$ cat src/rtl/router_pkg.sv
// Router state encodings shared by the ingress controller, register block and synchronizer.
package router_pkg;

  localparam logic [3:0] ST_DECODE          = 4'd0;
  localparam logic [3:0] ST_WAIT_EMPTY      = 4'd1;
  localparam logic [3:0] ST_LOAD_FIRST      = 4'd2;
  localparam logic [3:0] ST_LOAD_DATA       = 4'd3;
  localparam logic [3:0] ST_LOAD_PARITY     = 4'd4;
  localparam logic [3:0] ST_FIFO_FULL       = 4'd5;
  localparam logic [3:0] ST_LOAD_AFTER_FULL = 4'd6;
  localparam logic [3:0] ST_CHECK_PARITY    = 4'd7;
  localparam logic [3:0] ST_DROP            = 4'd8;

  typedef enum logic [3:0] {
    DECODE          = ST_DECODE,
    WAIT_EMPTY      = ST_WAIT_EMPTY,
    LOAD_FIRST      = ST_LOAD_FIRST,
    LOAD_DATA       = ST_LOAD_DATA,
    LOAD_PARITY     = ST_LOAD_PARITY,
    FIFO_FULL       = ST_FIFO_FULL,
    LOAD_AFTER_FULL = ST_LOAD_AFTER_FULL,
    CHECK_PARITY    = ST_CHECK_PARITY,
    DROP            = ST_DROP
  } state_t;

endpackage

$ cat src/rtl/router_fsm_nch.sv
// Router ingress controller: steers header/payload/parity of one packet into one of NUM_CH FIFOs.
// state           | meaning
// DECODE          | idle, header address sampled when pkt_vld
// WAIT_EMPTY      | destination FIFO not yet empty, timeout running
// LOAD_FIRST      | header byte written
// LOAD_DATA       | payload bytes written while pkt_vld
// LOAD_PARITY     | parity byte written
// CHECK_PARITY    | parity compare in register block
// FIFO_FULL       | destination full, source stalled
// LOAD_AFTER_FULL | byte held during full is written
// DROP            | illegal address or timeout, packet discarded
module router_fsm_nch
  import router_pkg::*;
#(
  parameter int NUM_CH  = 4,
  parameter int ADDR_W  = 2,
  parameter int TIMEOUT = 32
) (
  input  logic              clk,
  input  logic              rstn,
  input  logic              pkt_vld,
  input  logic [ADDR_W-1:0] data_in,
  input  logic              fifo_full,
  input  logic [NUM_CH-1:0] fifo_empty,
  input  logic [NUM_CH-1:0] soft_rst,
  input  logic              parity_done,
  input  logic              low_pkt_vld,
  output logic [ADDR_W-1:0] dest,
  output logic              busy,
  output logic              detect_add,
  output logic              lfd_state,
  output logic              ld_state,
  output logic              laf_state,
  output logic              full_state,
  output logic              rst_int_reg,
  output logic              write_enb_reg,
  output logic              addr_err,
  output logic              wait_tmo
);

  localparam int CH_SPAN = 2 ** ADDR_W;
  localparam int CNT_W   = (TIMEOUT > 0) ? $clog2(TIMEOUT + 1) : 1;
  localparam logic [CNT_W-1:0]  CNT_LAST   = (TIMEOUT > 0) ? CNT_W'(TIMEOUT - 1) : '0;
  localparam logic [CNT_W-1:0]  CNT_MAX    = '1;
  localparam logic [ADDR_W:0]   NUM_CH_EXT = (ADDR_W + 1)'(NUM_CH);

  state_t             state;
  logic [CNT_W-1:0]   cnt;
  logic [CH_SPAN-1:0] empty_ext;
  logic [CH_SPAN-1:0] srst_ext;
  logic               hdr_illegal;
  logic               srst_hit;

  // Widen per-channel flags so every address value indexes a defined bit.
  assign empty_ext   = CH_SPAN'(fifo_empty);
  assign srst_ext    = CH_SPAN'(soft_rst);
  assign hdr_illegal = {1'b0, data_in} >= NUM_CH_EXT;
  assign srst_hit    = (state != DECODE) && (state != DROP) && srst_ext[dest];

  always_ff @(posedge clk or negedge rstn) begin
    if (!rstn) begin
      state    <= DECODE;
      dest     <= '0;
      cnt      <= '0;
      addr_err <= 1'b0;
      wait_tmo <= 1'b0;
    end else begin
      addr_err <= 1'b0;
      wait_tmo <= 1'b0;
      if (srst_hit) begin
        state <= DECODE;
      end else begin
        case (state)
          DECODE: begin
            if (pkt_vld) begin
              dest <= data_in;
              if (hdr_illegal) begin
                state    <= DROP;
                addr_err <= 1'b1;
              end else if (empty_ext[data_in]) begin
                state <= LOAD_FIRST;
              end else begin
                state <= WAIT_EMPTY;
                cnt   <= '0;
              end
            end
          end
          WAIT_EMPTY: begin
            if (empty_ext[dest]) begin
              state <= LOAD_FIRST;
            end else if ((TIMEOUT != 0) && (cnt == CNT_LAST)) begin
              state    <= DROP;
              wait_tmo <= 1'b1;
            end else if (cnt != CNT_MAX) begin
              cnt <= cnt + CNT_W'(1);
            end
          end
          LOAD_FIRST: state <= LOAD_DATA;
          LOAD_DATA: begin
            if (fifo_full)     state <= FIFO_FULL;
            else if (!pkt_vld) state <= LOAD_PARITY;
          end
          LOAD_PARITY: state <= CHECK_PARITY;
          CHECK_PARITY: state <= fifo_full ? FIFO_FULL : DECODE;
          FIFO_FULL: begin
            if (!fifo_full) state <= LOAD_AFTER_FULL;
          end
          LOAD_AFTER_FULL: begin
            if (parity_done)      state <= DECODE;
            else if (low_pkt_vld) state <= LOAD_PARITY;
            else                  state <= LOAD_DATA;
          end
          DROP: begin
            if (!pkt_vld) state <= DECODE;
          end
          default: state <= DECODE;
        endcase
      end
    end
  end

  assign detect_add    = (state == DECODE);
  assign lfd_state     = (state == LOAD_FIRST);
  assign ld_state      = (state == LOAD_DATA);
  assign laf_state     = (state == LOAD_AFTER_FULL);
  assign full_state    = (state == FIFO_FULL);
  assign rst_int_reg   = (state == CHECK_PARITY);
  assign write_enb_reg = (state == LOAD_DATA) || (state == LOAD_PARITY) ||
                         (state == LOAD_AFTER_FULL);
  assign busy          = (state == LOAD_FIRST) || (state == LOAD_PARITY) ||
                         (state == CHECK_PARITY) || (state == FIFO_FULL) ||
                         (state == LOAD_AFTER_FULL) || (state == WAIT_EMPTY);

endmodule

$ cat config.mk
export PLATFORM = sky130hd
export DESIGN_NAME = router_fsm_nch
export DESIGN_NICKNAME = d
export VERILOG_FILES = /design/src/rtl/router_pkg.sv /design/src/rtl/router_fsm_nch.sv
export SDC_FILE = /design/constraint.sdc
export NUM_CORES = 1
export LEC_CHECK = 0
export ABC_CLOCK_PERIOD_IN_PS = 2500
export CORE_UTILIZATION = 44
export DETAILED_ROUTE_END_ITERATION = 10
export HOLD_SLACK_MARGIN = 0.05
export PLACE_DENSITY = 0.82
export SYNTH_ARGS = -nofsm -noshare
export SYNTH_HDL_FRONTEND = slang
export SYNTH_SLANG_ARGS = --single-unit
$ cat constraint.sdc
create_clock -name clk -period 2.5 [get_ports clk]
set_clock_uncertainty 0.1 [all_clocks]
set_input_delay 0.375 -clock clk [delete_from_list [all_inputs] [get_ports clk]]
set_output_delay 0.375 -clock clk [all_outputs]
set_load 0.01 [all_outputs]
## Word level (Yosys, flattened, before mapping)

Cells that the tools add are included.

| word-level totals | value |
|---|---|
| logic and storage cells | 73 |
| output and inout bits | 12 |
| flip-flop bits (word level) | 13 |

| operators by class | value |
|---|---|
| equal/unequal tests | 21 |
| bitwise gates (word level) | 1 |
| $lt $le $gt $ge | 2 |
| reductions and logical operators | 15 |
| $add $sub $neg | 1 |
| multiplexer cells | 29 |

Operators with widths:

| cell | count |
|---|---|
| $pmux W4 S9 | 1 |
| $mux W4 | 8 |
| $mux W6 | 5 |
| $eq A4 B3 Y1 const B | 4 |
| $pmux W6 S2 | 1 |
| $ne A2 B2 Y1 const B | 5 |
| $mux W3 | 3 |
| $eq A4 B2 Y1 const B | 2 |
| $ne A4 B4 Y1 const B | 2 |
| $logic_or A1 B1 Y1 | 7 |
| $mux W1 | 7 |
| $reduce_and A7 Y1 | 1 |
| $add A6 B1 Y6 const B | 1 |
| $bmux W1 S2 | 3 |
| $eq A6 B5 Y1 const B | 1 |
| $lt A2 B3 Y1 const B | 2 |
| $ne A3 B2 Y1 const B | 2 |
| $ne A6 B6 Y1 const B | 1 |
| $reduce_and A5 Y1 | 1 |
| $eq A4 B1 Y1 const B | 1 |
| $eq A4 B4 Y1 const B | 1 |
| $logic_not A4 Y1 | 1 |
| $ne A4 B3 Y1 const B | 1 |
| $reduce_bool A4 Y1 | 1 |
| 6 further kinds | 7 |

## Depth between registers and ports, before layout

| depth | value |
|---|---|
| depth after elaboration | 6 |
| gate-level depth with buffers | 6 |
| mapped depth without buffers | 6 |

## Worst setup path after synthesis

OpenSTA, ideal clock, no wires.

| timing | value |
|---|---|
| path kind | register -> register |
| from | register dest[0] |
| to | register dest[0] |
| setup time | 0.125 ns |
| clock period less this slack | 2.027 ns |
| arrival time | 1.802 ns |
| slack | 0.473 ns |
| data required time | 2.275 ns |
| path buffers | 0 |
| stages on the path, launching flop included | 6 |
| cells stage by stage | dfrtp_1 mux4_1 a211oi_2 nor3_2 nand2_1 mux2_2 |

| on the way | value |
|---|---|
| longest elaborated chain between the ends | 5 |

Ends and longest elaborated chain:

| what | RTL line | source |
|---|---|---|
| from (decl) | router_fsm_nch.sv:28 | `output logic [ADDR_W-1:0] dest,` |
| from (signal assigned) | router_fsm_nch.sv:76 | `dest <= data_in;` |
| $bmux W1 S2 | router_fsm_nch.sv:58 | `assign srst_hit = (state != DECODE) && (state != DROP) && srst_ext[dest];` |
| $mux W1 (implied by the code) | router_fsm_nch.sv:58 |  |
| $logic_and A1 B1 Y1 | router_fsm_nch.sv:58 |  |
| $not A1 Y1 (no line) | -- |  |
| $reduce_and A3 Y1 (no line) | -- |  |

Every way passes these cells. The select of a mux whose other input is x is not followed.
A chain may end at the register's enable or synchronous reset.

## Worst setup path after layout

| timing | value |
|---|---|
| from | register state[0] |
| to | output detect_add |

| on the way | value |
|---|---|
| longest elaborated chain between the ends | 1 |

Ends and longest elaborated chain:

| what | RTL line | source |
|---|---|---|
| from (decl) | router_fsm_nch.sv:47 | `state_t state;` |
| from (signal assigned) | router_fsm_nch.sv:104 | `CHECK_PARITY: state <= fifo_full ? FIFO_FULL : DECODE;` |
| $logic_not A4 Y1 | router_fsm_nch.sv:122 | `assign detect_add = (state == DECODE);` |
| to (decl) | router_fsm_nch.sv:30 | `output logic detect_add,` |

Every way passes these cells.

==> results_dict.tcl <==
set metrics [dict create \
    status "completed" \
    synth_area_leader_cell "dfrtp_1" \
    synth_ff_type "dfrtp_1" \
    final_hold_viol_count 0 \
    io_buffers 26 \
    num_rows 17 \
    synth-edff-count 0 \
    synthesis.area_um2 1030 \
    drive_gt1_share_pct 17.4 \
    synthArstFlopShare_pct 100 \
    synthCells 114 \
    gp_congestion 0.816 \
    fin_setup_tns_ns 0 \
    syn_area_per_cell_um2 9.04 \
    post-route-min-period_ns 2.35 \
    grt_antenna_before_repair 0 \
    yosysSeqAreaShare_pct 31.6 \
    grt_first_pass_wirelength_um 4360 \
    dp.cells 168 \
    start_kind "register" \
    met3_usage_pct 6.36 \
    wl_um 2450 \
    ant_nets 0 \
    finalSetupViolations 0 \
    endpoint_kind "output port" \
    critPathRequiredTime_ns 2.03 \
    grt_max_degree 17 \
    grt-busiest-layer "met2" \
    via_per_inst 5.97 \
    globalRouteMet2Util_pct 39.8 \
    first_iter_violations 33 \
    cp_top_family "simple AND/OR/NAND/NOR gates" \
    min_period_over_period_pct 94.0 \
    hold_path_class "in2async" \
    critPathKind "reg2out" \
    grtUsageMet1_pct 26.9 \
    die_y_um 50.4 \
    grt_pass1_vias 1008 \
    synthTopCellsByArea "dfrtp_1 32%, nor2_1 5.1%, o21ai_0 4.4%" \
    clockBufferDepth 2 \
    hold_buffers 0 \
    post-dp-hpwl_um 1950 \
    arrival_ns 1.87 \
    critPathMaxFanout 13 \
    syn_nets 131 \
    yosysMostFrequentCell "nor2_1" \
    worstReg2RegEnd "dest[0]$_DFFE_PN0P_" \
    synth.distinct_cells 49 \
    root_buffer "clkbuf_4" \
    synth_warnings 0 \
    pwr_density_cell_nw_per_um2 882 \
    report.final.slew_viol_count 0 \
    ys_ff_latch 13 \
    timing.fmax_mhz 426 \
    ff2ff_setup_slack_ns 0.26 \
    cts_tree "yes" \
    cts_setup_buffers 0 \
    rsz0062_at_grt "no" \
    remaining_drc_errors 0 \
    vias 1027 \
    slowest_stage "clkdlybuf4s50_1" \
    synth_top_area_share_pct 31.6 \
    n_antenna_cell 0 \
    clkSinkCount 13 \
    final_cell_count_no_fill 172 \
    ir_drop_uv 572 \
    dieArea_um2 2540 \
    fp.dieW_um 50.4 \
    slowest_delay_ns 0.54 \
    cp_cell_sequence "or3_1 -> nor2_1 -> clkdlybuf4s50_1" \
    cap_violations 0 \
    htreeDepth 1 \
    timing.rr.start "state[2]$_DFFE_PN0P_" \
    slew_headroom_pct 60.1 \
    first_pass_iters 4 \
    clk_latency_ns 0.29 \
    post_cts_resize_count 0 \
    path_buf_inv 1 \
    synth_commonest_cells "14 x nor2_1, 13 x dfrtp_1, 9 x o21ai_0" \
    wire_per_inst_um 14.3 \
    nets 162 \
    p_leak_nw 0.544 \
    io_pins 28 \
    cts_buffers 3 \
    grt_use_total_pct 23.2 \
    initial_utilization_pct 46.6 \
    reg2reg_depth 5 \
    synthToLayoutAreaGrowth_pct 33.0 \
    tightest_slew_ns 0.597 \
    coreArea_um2 2210 \
    path_clk_slew_ns 0.08 \
    grt_overflow 0 \
]
[worst max path at each step]
stage / end / start / cells after the start / slack (ns)
after global placement: cnt[2]$_DFFE_PN0P_ / data_in[0] / 6 / 0.1
after detailed placement: cnt[2]$_DFFE_PN0P_ / data_in[0] / 6 / 0.02
after CTS: write_enb_reg / state[0]$_DFFE_PN0P_ / 4 / 0.06
after floorplan: dest[0]$_DFFE_PN0P_ / dest[0]$_DFFE_PN0P_ / 5 / 0.47
final: detect_add / state[0]$_DFFE_PN0P_ / 3 / 0.15
after global routing: detect_add / state[2]$_DFFE_PN0P_ / 3 / 0.03
[final cells by class]
class                      instances  area, µm²
timing repair buffer              31        298
inverter                           5       22.5
clock buffer                       4       26.3
tap                               28       35.0
multi-input combinational         91        663
sequential                        13        327
fill                             202        841
[worst reg2reg max path, stage by stage (launching register included)]
cell      delay [ns]
dfrtp_1         0.53
or4b_4          0.63
a211oi_2        0.29
nor3_2          0.10
nand2_1         0.14
mux2_2          0.35
[flip-flops by register name, summed over array words and instances (netlist names)]
register / flops
wait_tmo: 1
cnt: 6
state: 4
dest: 2
[power breakdown]
group	total [mW]	internal, mW	switching, mW
logic	0.728	0.373	0.355
clock network	0.133	0.0621	0.0711
registers	0.347	0.260	0.0869
total	1.21	0.695	0.513
[logic make-up (layout without fill, tap and decap cells)]
group | after synthesis | count (layout) | synth area share (%)
other cells | 1 | 1 | 0.364
flops | 13 | 13 | 31.6
simple gates | 48 | 48 | 25.9
buf+inv | 10 | 40 | 4.13
fa+ha+maj | 1 | 1 | 1.21
mux | 9 | 9 | 13.2
compound gates | 32 | 32 | 23.7
[metrics by stage]
| stage | area (µm²) | hold slack, ns | setup WS, ns | power [mW] | utilization, % |
|---|---|---|---|---|---|
| after floorplan | 1030 | -0.0206 | 0.473 | 0.806 | - |
| after global placement | 1340 | 0.377 | 0.0990 | 1.05 | 60.6 |
| after detailed placement | 1340 | 0.380 | 0.0225 | 1.07 | 60.6 |
| after CTS | 1370 | 0.384 | 0.0644 | 1.21 | 61.8 |
| after global routing | 1370 | 0.397 | 0.0346 | 1.31 | 62.0 |
| final | 1370 | 0.356 | 0.151 | 1.21 | 62.0 |
[routing by layer]
layer,share of wire (%),up-vias
met4,1.5,0
met5,0,-
met2,51,32
li1,-,493
met3,4.5,5
met1,43,497
[cells in the final DEF, fill, tap and decap left out, drive strengths merged, types with 2 or more instances in the layout]
cell	n
a21oi	3
a311oi	2
a31oi	3
a32oi	2
and3	2
buf	5
clkbuf	4
clkdlybuf4s50	26
dfrtp	13
inv	4
mux2	4
mux2i	2
mux4	3
nand2	8
nand2b	4
nand3	6
nor2	14
nor3	2
o21ai	9
o31ai	3
or2	2
Note: power is estimated with default switching activity, not from simulation.
